## src/rtl/loctag_pkg.sv

```systemverilog
// Shared definitions for the loctag probe-packet sequencer: state codes,
// mode codes, phase-duration width and the RSS reset fill value.
package loctag_pkg;

    localparam logic [2:0] ST_IDLE     = 3'd0;
    localparam logic [2:0] ST_FORCE_FS = 3'd1;
    localparam logic [2:0] ST_START    = 3'd2;
    localparam logic [2:0] ST_INFO     = 3'd3;
    localparam logic [2:0] ST_MOD      = 3'd4;
    localparam logic [2:0] ST_TAIL     = 3'd5;
    localparam logic [2:0] ST_WAIT_END = 3'd6;

    typedef enum logic [2:0] {
        IDLE     = ST_IDLE,
        FORCE_FS = ST_FORCE_FS,
        START    = ST_START,
        INFO     = ST_INFO,
        MOD      = ST_MOD,
        TAIL     = ST_TAIL,
        WAIT_END = ST_WAIT_END
    } state_t;

    localparam logic [1:0] MODE_B = 2'b10;
    localparam logic [1:0] MODE_N = 2'b01;

    localparam int DUR_W = 11;

    localparam logic RSS_RESET_BIT = 1'b1;

    // A zero-length START/INFO/MOD would never see its exit tick, so clamp to one.
    function automatic logic [DUR_W-1:0] min_one(input int d);
        return (d == 0) ? DUR_W'(1) : DUR_W'(d);
    endfunction

endpackage

```

## src/rtl/loctag_us_tick.sv

```systemverilog
// Microsecond tick generator: a clock divider plus a microsecond counter,
// both cleared whenever the sequencer enters a new state.
module loctag_us_tick #(
    parameter int CLK_PER_US = 50,
    parameter int CNT_W      = 11
) (
    input  logic             clk,
    input  logic             reset,
    input  logic             clear,
    output logic             us_tick,
    output logic [CNT_W-1:0] count
);

    localparam int DIV_W = $clog2(CLK_PER_US);
    localparam logic [DIV_W-1:0] DIV_LAST = DIV_W'(CLK_PER_US - 1);

    logic [DIV_W-1:0] div;

    assign us_tick = (div == DIV_LAST);

    // Divider wraps every CLK_PER_US clocks; the counter advances once per wrap.
    always_ff @(posedge clk or posedge reset) begin
        if (reset) begin
            div   <= '0;
            count <= '0;
        end else if (clear) begin
            div   <= '0;
            count <= '0;
        end else begin
            div <= us_tick ? '0 : div + 1'b1;
            if (us_tick) begin
                count <= count + 1'b1;
            end
        end
    end

endmodule

```

## src/rtl/loctag_sequencer.sv

```systemverilog
// Probe-packet sequencer for the backscatter localisation tag.
// Walks START, INFO, MOD, TAIL, WAIT_END with per-mode durations in microseconds,
// drives the modulation bit, frequency-shift enable, ADC start and latched RSS.
// Optional build macro LOCTAG_TRIG_FILTER_EN adds a 2-flop synchroniser and a
// 4-clock stability filter on trig.
module loctag_sequencer
    import loctag_pkg::*;
#(
    parameter int CLK_PER_US  = 50,
    parameter int PAYLOAD_LEN = 8,
    parameter int RSS_W       = 8,
    parameter int T_B_START   = 3,
    parameter int T_B_INFO    = 141,
    parameter int T_B_MOD     = 320,
    parameter int T_B_TAIL    = 32,
    parameter int T_N_START   = 2,
    parameter int T_N_INFO    = 64,
    parameter int T_N_MOD     = 128,
    parameter int T_N_TAIL    = 0
) (
    input  logic                   clk,
    input  logic                   reset,
    input  logic                   trig,
    input  logic                   force_fs,
    input  logic [1:0]             mode,
    input  logic [PAYLOAD_LEN-1:0] payload,
    input  logic                   adc_eoc,
    input  logic [RSS_W-1:0]       adc_data,
    output logic                   adc_soc,
    output logic                   fs_en,
    output logic                   mod_bit,
    output logic [RSS_W-1:0]       rss,
    output logic                   rss_valid,
    output logic                   us_tick,
    output logic [2:0]             phase,
    output logic                   done
);

    localparam logic [DUR_W-1:0] B_START = min_one(T_B_START);
    localparam logic [DUR_W-1:0] B_INFO  = min_one(T_B_INFO);
    localparam logic [DUR_W-1:0] B_MOD   = min_one(T_B_MOD);
    localparam logic [DUR_W-1:0] B_TAIL  = DUR_W'(T_B_TAIL);
    localparam logic [DUR_W-1:0] N_START = min_one(T_N_START);
    localparam logic [DUR_W-1:0] N_INFO  = min_one(T_N_INFO);
    localparam logic [DUR_W-1:0] N_MOD   = min_one(T_N_MOD);
    localparam logic [DUR_W-1:0] N_TAIL  = DUR_W'(T_N_TAIL);

    state_t                   state;
    state_t                   next_state;
    logic [1:0]               mode_reg;
    logic [PAYLOAD_LEN-1:0]   shift_reg;
    logic [DUR_W-1:0]         us_count;
    logic [DUR_W-1:0]         cur_dur;
    logic [DUR_W-1:0]         tail_dur;
    logic                     trig_eff;
    logic                     state_entry;
    logic                     phase_end;
    logic                     is_b;

`ifdef LOCTAG_TRIG_FILTER_EN
    logic       trig_s1;
    logic       trig_s2;
    logic       trig_filt;
    logic [1:0] stable_cnt;

    // Synchronise trig, then accept a new level only after 4 stable clocks.
    always_ff @(posedge clk or posedge reset) begin
        if (reset) begin
            trig_s1    <= 1'b0;
            trig_s2    <= 1'b0;
            trig_filt  <= 1'b0;
            stable_cnt <= 2'd0;
        end else begin
            trig_s1 <= trig;
            trig_s2 <= trig_s1;
            if (trig_s2 == trig_filt) begin
                stable_cnt <= 2'd0;
            end else if (stable_cnt == 2'd3) begin
                trig_filt  <= trig_s2;
                stable_cnt <= 2'd0;
            end else begin
                stable_cnt <= stable_cnt + 2'd1;
            end
        end
    end

    assign trig_eff = trig_filt;
`else
    assign trig_eff = trig;
`endif

    assign is_b        = (mode_reg == MODE_B);
    assign tail_dur    = is_b ? B_TAIL : N_TAIL;
    assign state_entry = (next_state != state);
    assign phase_end   = us_tick && (us_count == cur_dur - 1'b1);
    assign phase       = state;

    loctag_us_tick #(
        .CLK_PER_US (CLK_PER_US),
        .CNT_W      (DUR_W)
    ) u_us_tick (
        .clk     (clk),
        .reset   (reset),
        .clear   (state_entry),
        .us_tick (us_tick),
        .count   (us_count)
    );

    // Length in microseconds of the phase currently being timed.
    always_comb begin
        cur_dur = DUR_W'(1);
        case (state)
            START:   cur_dur = is_b ? B_START : N_START;
            INFO:    cur_dur = is_b ? B_INFO  : N_INFO;
            MOD:     cur_dur = is_b ? B_MOD   : N_MOD;
            TAIL:    cur_dur = tail_dur;
            default: cur_dur = DUR_W'(1);
        endcase
    end

    // State register.
    always_ff @(posedge clk or posedge reset) begin
        if (reset) begin
            state <= IDLE;
        end else begin
            state <= next_state;
        end
    end

    // Next-state selection (force, then abort, then timed flow) and state-decoded outputs.
    always_comb begin
        next_state = state;
        fs_en      = 1'b0;
        mod_bit    = 1'b0;
        fs_en      = (state != IDLE);
        if (state == MOD) begin
            mod_bit = shift_reg[PAYLOAD_LEN-1];
        end
        if (force_fs) begin
            next_state = FORCE_FS;
        end else if (!trig_eff) begin
            next_state = IDLE;
        end else begin
            case (state)
                IDLE:     if (mode == MODE_B || mode == MODE_N) next_state = START;
                FORCE_FS: next_state = IDLE;
                START:    if (phase_end) next_state = INFO;
                INFO:     if (phase_end) next_state = MOD;
                MOD:      if (phase_end) next_state = (tail_dur == '0) ? WAIT_END : TAIL;
                TAIL:     if (phase_end) next_state = WAIT_END;
                WAIT_END: next_state = WAIT_END;
                default:  next_state = IDLE;
            endcase
        end
    end

    // Per-packet datapath: mode capture, payload shifting, RSS latch and entry pulses.
    always_ff @(posedge clk or posedge reset) begin
        if (reset) begin
            mode_reg  <= 2'b00;
            shift_reg <= '0;
            rss       <= {RSS_W{RSS_RESET_BIT}};
            rss_valid <= 1'b0;
            adc_soc   <= 1'b0;
            done      <= 1'b0;
        end else begin
            adc_soc <= state_entry && (next_state == START);
            done    <= state_entry && (next_state == WAIT_END);
            if (state_entry && next_state == START) begin
                mode_reg  <= mode;
                shift_reg <= payload;
                rss       <= {RSS_W{RSS_RESET_BIT}};
                rss_valid <= 1'b0;
            end else begin
                if (state == MOD && us_tick) begin
                    shift_reg <= shift_reg << 1;
                end
                if (state == INFO && adc_eoc && !rss_valid) begin
                    rss       <= adc_data;
                    rss_valid <= 1'b1;
                end
            end
        end
    end

endmodule

```

## config.mk

```make
export PLATFORM = sky130hd
export DESIGN_NAME = loctag_sequencer
export DESIGN_NICKNAME = d
export VERILOG_FILES = /design/src/rtl/loctag_pkg.sv /design/src/rtl/loctag_us_tick.sv /design/src/rtl/loctag_sequencer.sv
export SDC_FILE = /design/constraint.sdc
export NUM_CORES = 1
export LEC_CHECK = 0
export ABC_AREA = 1
export CORE_ASPECT_RATIO = 0.75
export CORE_UTILIZATION = 25
export DETAILED_ROUTE_END_ITERATION = 8
export GPL_TIMING_DRIVEN = 0
export RECOVER_POWER = 25
export SETUP_SLACK_MARGIN = 0.05
export SYNTH_ARGS = -nofsm -noshare
export SYNTH_HDL_FRONTEND = slang
export SYNTH_SLANG_ARGS = --single-unit
```

## constraint.sdc

```tcl
create_clock -name clk -period 3.5 [get_ports clk]
set_input_delay 0.525 -clock clk [delete_from_list [all_inputs] [get_ports clk]]
set_output_delay 0.525 -clock clk [all_outputs]
set_load 0.02 [all_outputs]
```

# Word level (Yosys, flattened, before mapping)
# Cells that the tools add are included.
# classes
add_sub_neg,3
eq_ne,13
n_mux,25
reduce_logical,14
# ops
op,n
two-way mux 8 bit,5
case mux 9 bit (4 select lines),1
two-way mux 11 bit,2
two-way mux 3 bit,7
two-way mux 6 bit,3
case mux 3 bit (6 select lines),1
equality test 3 bit (second input constant),4
adder 11 x 1 -> 11 bit (second input constant),1
equality test 11 bit,1
logical NOT 11 bit,1
subtractor 11 x 1 -> 11 bit (second input constant),1
equality test 3 x 2 -> 1 bit (second input constant),3
two-way mux 9 bit,1
adder 6 x 1 -> 6 bit (second input constant),1
equality test 6 bit (second input constant),1
logical AND 1 bit,6
nonzero test 2 bit,3
equality test 2 bit (second input constant),2
two-way mux 1 bit,4
logical NOT 3 bit,1
!= test 3 bit,1
nonzero test 3 bit,1
equality test 2 x 1 -> 1 bit (second input constant),1
two-way mux 2 bit,1
2 further kinds,2
# totals
regBits,41
input_bits,23
output_inout_bits,17

# Logic depth before layout (Yosys ltp)
# logic_depth
word_depth,13
depth_mapped,25
depth_no_buf,23

# Hierarchy
# A second synthesis with hierarchy kept.
# unflattened
hier_cells,401
area_unflattened_um2,2842.7
# by_module_without_submodules
module,instances,cells_each,area_each_um2,seq_area_each_um2
loctag_sequencer,1,276,1911.8,610.6
loctag_us_tick,1,125,930.9,425.4

# Worst setup path before layout
# OpenSTA, ideal clock, no wires.
# synth_path
kind,flip-flop to flip-flop
from,register state[0] (netlist: phase[0])
to,register shift_reg[1]
t_arrival_ns,2.766
required_time_ns,3.383
path_slack_ns,0.617
stages_incl_launch_ff,25
period_less_slack_ns,2.883
path_cell_list,dfrtp_1 -> buf_6 -> inv_1 -> nand2_1 -> nor2_1 -> inv_1 -> ha_1 -> ha_1 -> inv_1 -> nand2_1 -> nand2_1 -> nand3_1 -> nor2_1 -> nand2_1 -> nor2_2 -> nand3_2 -> nor2_2 -> nand2_1 -> nand3_2 -> nand3_2 -> nor2_2 -> buf_6 -> nand2_1 -> nand2_1 -> nand2_1
# synth_between
elab_chain_cells,12
word_cells_on_any_way,24
cone_classes,add/sub (1); eq/ne (8); mux (10); reduce/logical (5)
# synth_rtl
item,line,rtl
from (decl),loctag_sequencer.sv:48,state_t state;
from (signal assigned),loctag_sequencer.sv:126,state <= next_state;
"equality test 3 bit, or another cell as far along","loctag_sequencer.sv:112, loctag_sequencer.sv:144",
case mux 9 bit (4 select lines),loctag_sequencer.sv:112,case (state)
subtractor 11 x 1 -> 11 bit,loctag_sequencer.sv:95,assign phase_end = us_tick && (us_count == cur_dur - 1'b1);
equality test 11 bit,loctag_sequencer.sv:95,
logical AND 1 bit,loctag_sequencer.sv:95,
"two-way mux 3 bit, on equally long branches",--,
case mux 3 bit (6 select lines),loctag_sequencer.sv:144,case (state)
two-way mux 3 bit,loctag_sequencer.sv:141,end else if (!trig_eff) begin
two-way mux 3 bit,loctag_sequencer.sv:139,if (force_fs) begin
!= test 3 bit / equality test 3 x 2 -> 1 bit (equally long branches),"loctag_sequencer.sv:94, loctag_sequencer.sv:169",
logical AND 1 bit,loctag_sequencer.sv:169,if (state_entry && next_state == START) begin
two-way mux 8 bit / nonzero test 2 bit (equally long branches),--,
to (signal assigned),loctag_sequencer.sv:171,shift_reg <= payload;
to (signal assigned),loctag_sequencer.sv:176,shift_reg <= shift_reg << 1;
to (decl),loctag_sequencer.sv:51,logic [PAYLOAD_LEN-1:0] shift_reg;
# Parallel ways exist; a longest one is shown, timed or not.
# A chain may end at the register's enable or synchronous reset.

# Final worst setup path
# layout_path
from,register state[0] (netlist: phase[0])
to,register u_us_tick.div[4]
# layout_between
elab_chain_cells,11
word_cells_on_any_way,20
cone_classes,add/sub (1); eq/ne (7); mux (10); reduce/logical (2)
# layout_rtl
item,line,rtl
equality test 3 bit / equality test 3 x 2 -> 1 bit (equally long branches),"loctag_sequencer.sv:112, loctag_sequencer.sv:144",
case mux 9 bit (4 select lines),loctag_sequencer.sv:112,
subtractor 11 x 1 -> 11 bit,loctag_sequencer.sv:95,
equality test 11 bit,loctag_sequencer.sv:95,
logical AND 1 bit,loctag_sequencer.sv:95,
"two-way mux 3 bit, on equally long branches",--,
case mux 3 bit (6 select lines),loctag_sequencer.sv:144,
two-way mux 3 bit,loctag_sequencer.sv:141,
two-way mux 3 bit,loctag_sequencer.sv:139,
!= test 3 bit (*),loctag_sequencer.sv:94,assign state_entry = (next_state != state);
two-way mux 6 bit (*),loctag_us_tick.sv:26,end else if (clear) begin
to (signal assigned),loctag_us_tick.sv:30,div <= us_tick ? '0 : div + 1'b1;
to (decl),loctag_us_tick.sv:17,logic [DIV_W-1:0] div;
# Mark *: on every way between the ends. The rest lies on a longest branch, timed or not.

==> impl_metrics.toml <==
[status]
status = "finished with violations"
violations = "capacitance limit, slew limit"

[power]
leakage_uw = 0.00158
p_total_uw = 1360
peakVddDrop_v = 0.000238
power.density_cell_area_nw_per_um2 = 402

[clock_tree]
hold_buffers = 0
cts_tree = "done"
clock_sinks = 41
clk_latency_ns = 0.29
h-tree-depth = 2
max-clock-path-buffers = 2
cts_root_buffer = "clkbuf_16"
path_clk_slew_ns = 0.07
cts-buffers-inserted = 5

[floorplan]
die_w_um = 120
dieArea_sq_um = 10800
core_sq_um = 9890
start_util = 0.263
pin_count = 40
rows = 31
die_y_um = 90.4

[global_routing]
grt_usage = 0.120
antenna_found_initial = 0
gr-total-overflow = 0
grt_pass1_vias = 2338
grt_pass1_wl_um = 10600
grt_max_degree = 41

[timing]
tightest_slew_ns = 2.17
clock_skew_ns = 0.00897
setup_violations = 0
clock.fmax_ghz = 0.324
hold_violations = 0
slew_headroom = -0.445
fin_ws_ns = 0.417
fin_setup_tns_ns = 0
rsz0062_at_grt = "false"
timing.final.crit_share = 0.881
maxSlewViolCount = 41
fin_crit_ns = 3.08

[yosys]
ys_types = 31
synth-warning-count = 0
synth-seq-cells = 41
ys_seq_area_frac = 0.398
synth.avg_cell_area_sq_um = 7.44
syn-cell-area_sq_um = 2600
synth_cells = 350
synthesis.nets = 378

[drt]
wl_per_cell_um = 11.5
num_vias = 2348
wl_um = 6120
via_per_inst = 4.41
drt_iter0_drc = 130
drc = 0
drtAntennaViolNets = 0
drt_first_pass_iters = 4

[setup_path]
r2r_cells = 23
cp_max_fo = 10
critPathCaptureType = "flip-flop"
crit_path_top_delay_cell = "dfrtp_1"
worst_path_dominant_cell_family = "simple AND/OR/NAND/NOR gates"
path_class = "flip-flop to flip-flop"
critPathRequiredTime_ns = 3.71
path_buf_inv = 5
critPathLaunchType = "flip-flop"
cpMostUsedCell = "nand2_1"
cp_cell_sequence = "buf_6 -> inv_1 -> nand2_1 -> nor2_2 -> inv_1 -> ha_2 -> ha_1 -> inv_1 -> nand2_1 -> nand2_1 -> nand3_1 -> nor2_1 -> nand2_1 -> nor2_2 -> nand3_2 -> nor2_2 -> nand2_1 -> nand3_4 -> nand2_2 -> nand2_1 -> nand2_4 -> buf_12 -> nor3_2"
cp.depth = 23
max_stage_delay_ns = 0.40
crit_arrival_ns = 3.29

[final_layout]
num-fill-cells = 1069
diodes = 0
regArea_sq_um = 1040
utilization = 0.343
syn2layout_area_growth_pct = 30.1
nNetsFinal = 427
drive_gt1_frac = 0.160
multi_input_area_sq_um = 1390
largest_reg_flops = 11

[hold_path]
hp-class = "flip-flop to flip-flop"
hold_depth = 2

[placed_design]
dp_slack_ns = 0.269
gp_congestion = 0.844
hpwl_um = 4470
io_buffers = 39

[job]
maxCapViolCount = 1
[what timing repair did]
item / 4_1_cts / 5_1_grt
resized for setup: 0 / 14
endpoints found under the setup margin: 0 / 35
hold endpoints to repair: 0 / 0
buffers inserted: 0 / 2
[where the power goes]
group	internal (uW)	total (uW)	switching (uW)
clock	268	466	198
sequential	556	597	41.3
combinational	139	298	159
total	963	1360	399
[layer usage]
layer,GRT usage,vias to the layer above,wire length [um]
met5,0,-,0
li1,-,1201,-
met4,0.0271,0,54
met1,0.170,1077,3090
met2,0.179,62,2560
met3,0.0316,8,416
[synthesized netlist by cell type, drive strengths merged]
cell      n  area share
nand3b    3      0.0086
buf       7       0.026
o21ai    15       0.030
nor3     17       0.054
nand2   107        0.16
nor2     49       0.078
o21a      1      0.0029
mux2i     1      0.0038
inv      43       0.062
dfrtp    33        0.32
nand4     4       0.012
xnor2     2      0.0067
dfstp     8       0.081
ha        5       0.024
nand3    41       0.090
a21oi     2      0.0038
or2       3      0.0072
xor2      8       0.027
o21bai    1      0.0029
[per-stage QoR]
stage	cells	hold slack (ns)	instance area [sq um]
after floorplan	350	0.466	2610
after global placement	521	0.483	3160
after detailed placement	522	0.483	3180
after CTS	530	0.508	3330
after global routing	532	0.536	3390
final	532	0.505	3390
[final cells by class]
class / instances / area share
buffer: 7 / 0.0236
timing repair buffer: 42 / 0.121
inverter: 43 / 0.0476
multi-input combinational: 259 / 0.409
sequential: 41 / 0.306
clock buffer: 5 / 0.0369
tap: 132 / 0.0487
clock inverter: 3 / 0.00739
[layout by cell type, fill, tap and decap left out, types with 2 or more instances in the layout]
| master | netlist | final |
|---|---|---|
| nor3_1 | 7 | 7 |
| nor3_2 | 9 | 9 |
| clkbuf_16 | 0 | 5 |
| clkdlybuf4s50_1 | 0 | 38 |
| buf_12 | 1 | 2 |
| or2_2 | 3 | 3 |
| nand2_1 | 101 | 99 |
| nor2_2 | 5 | 5 |
| a21oi_1 | 2 | 2 |
| nand4_1 | 3 | 3 |
| ha_1 | 5 | 4 |
| buf_6 | 3 | 2 |
| nand3_1 | 35 | 35 |
| dfstp_2 | 8 | 8 |
| xnor2_1 | 2 | 2 |
| xor2_1 | 8 | 8 |
| inv_1 | 42 | 42 |
| buf_2 | 3 | 2 |
| buf_4 | 0 | 3 |
| nand3b_1 | 3 | 3 |
| nand2_2 | 5 | 7 |
| nand3_4 | 0 | 3 |
| o21ai_0 | 14 | 14 |
| nor2_1 | 43 | 42 |
| nand3_2 | 6 | 3 |
| dfrtp_1 | 33 | 32 |
| nor2_4 | 1 | 2 |
[final timing paths]
kind	slack [ns]	startpoint	to
hold reg to reg	0.51	shift_reg[6]$_DFFE_PP0P_	shift_reg[7]$_DFFE_PP0P_
min in group asynchronous	0.69	reset	rss[0]$_DFFE_PP1P_
setup / recovery	0.42	phase[0]$_DFF_PP0_	u_us_tick.div[4]$_DFF_PP0_
max in group asynchronous	0.58	reset	phase[1]$_DFF_PP0_
hold / removal	0.51	shift_reg[6]$_DFFE_PP0P_	shift_reg[7]$_DFFE_PP0P_
setup reg to reg	0.42	phase[0]$_DFF_PP0_	u_us_tick.div[4]$_DFF_PP0_
[cells by family (layout without fill, tap and decap cells)]
logic type	Yosys count	in the layout	share of synthesized area
buf+inv	50	100	0.0884
flops	41	41	0.398
simple gates	224	224	0.413
xor+xnor	10	10	0.0336
mux	1	1	0.00384
fa+ha+maj	5	5	0.0240
compound gates	19	19	0.0399
[worst reg2reg max path, delay by kind of cell (launching register included)]
kind / cells / cell delay, ns
flip-flops: 1 / 0.40
adder cells (fa/ha/maj): 2 / 0.48
buffers and inverters: 5 / 0.54
AND/OR/NAND/NOR: 16 / 1.60
Note: power is estimated with default switching activity, not from simulation.
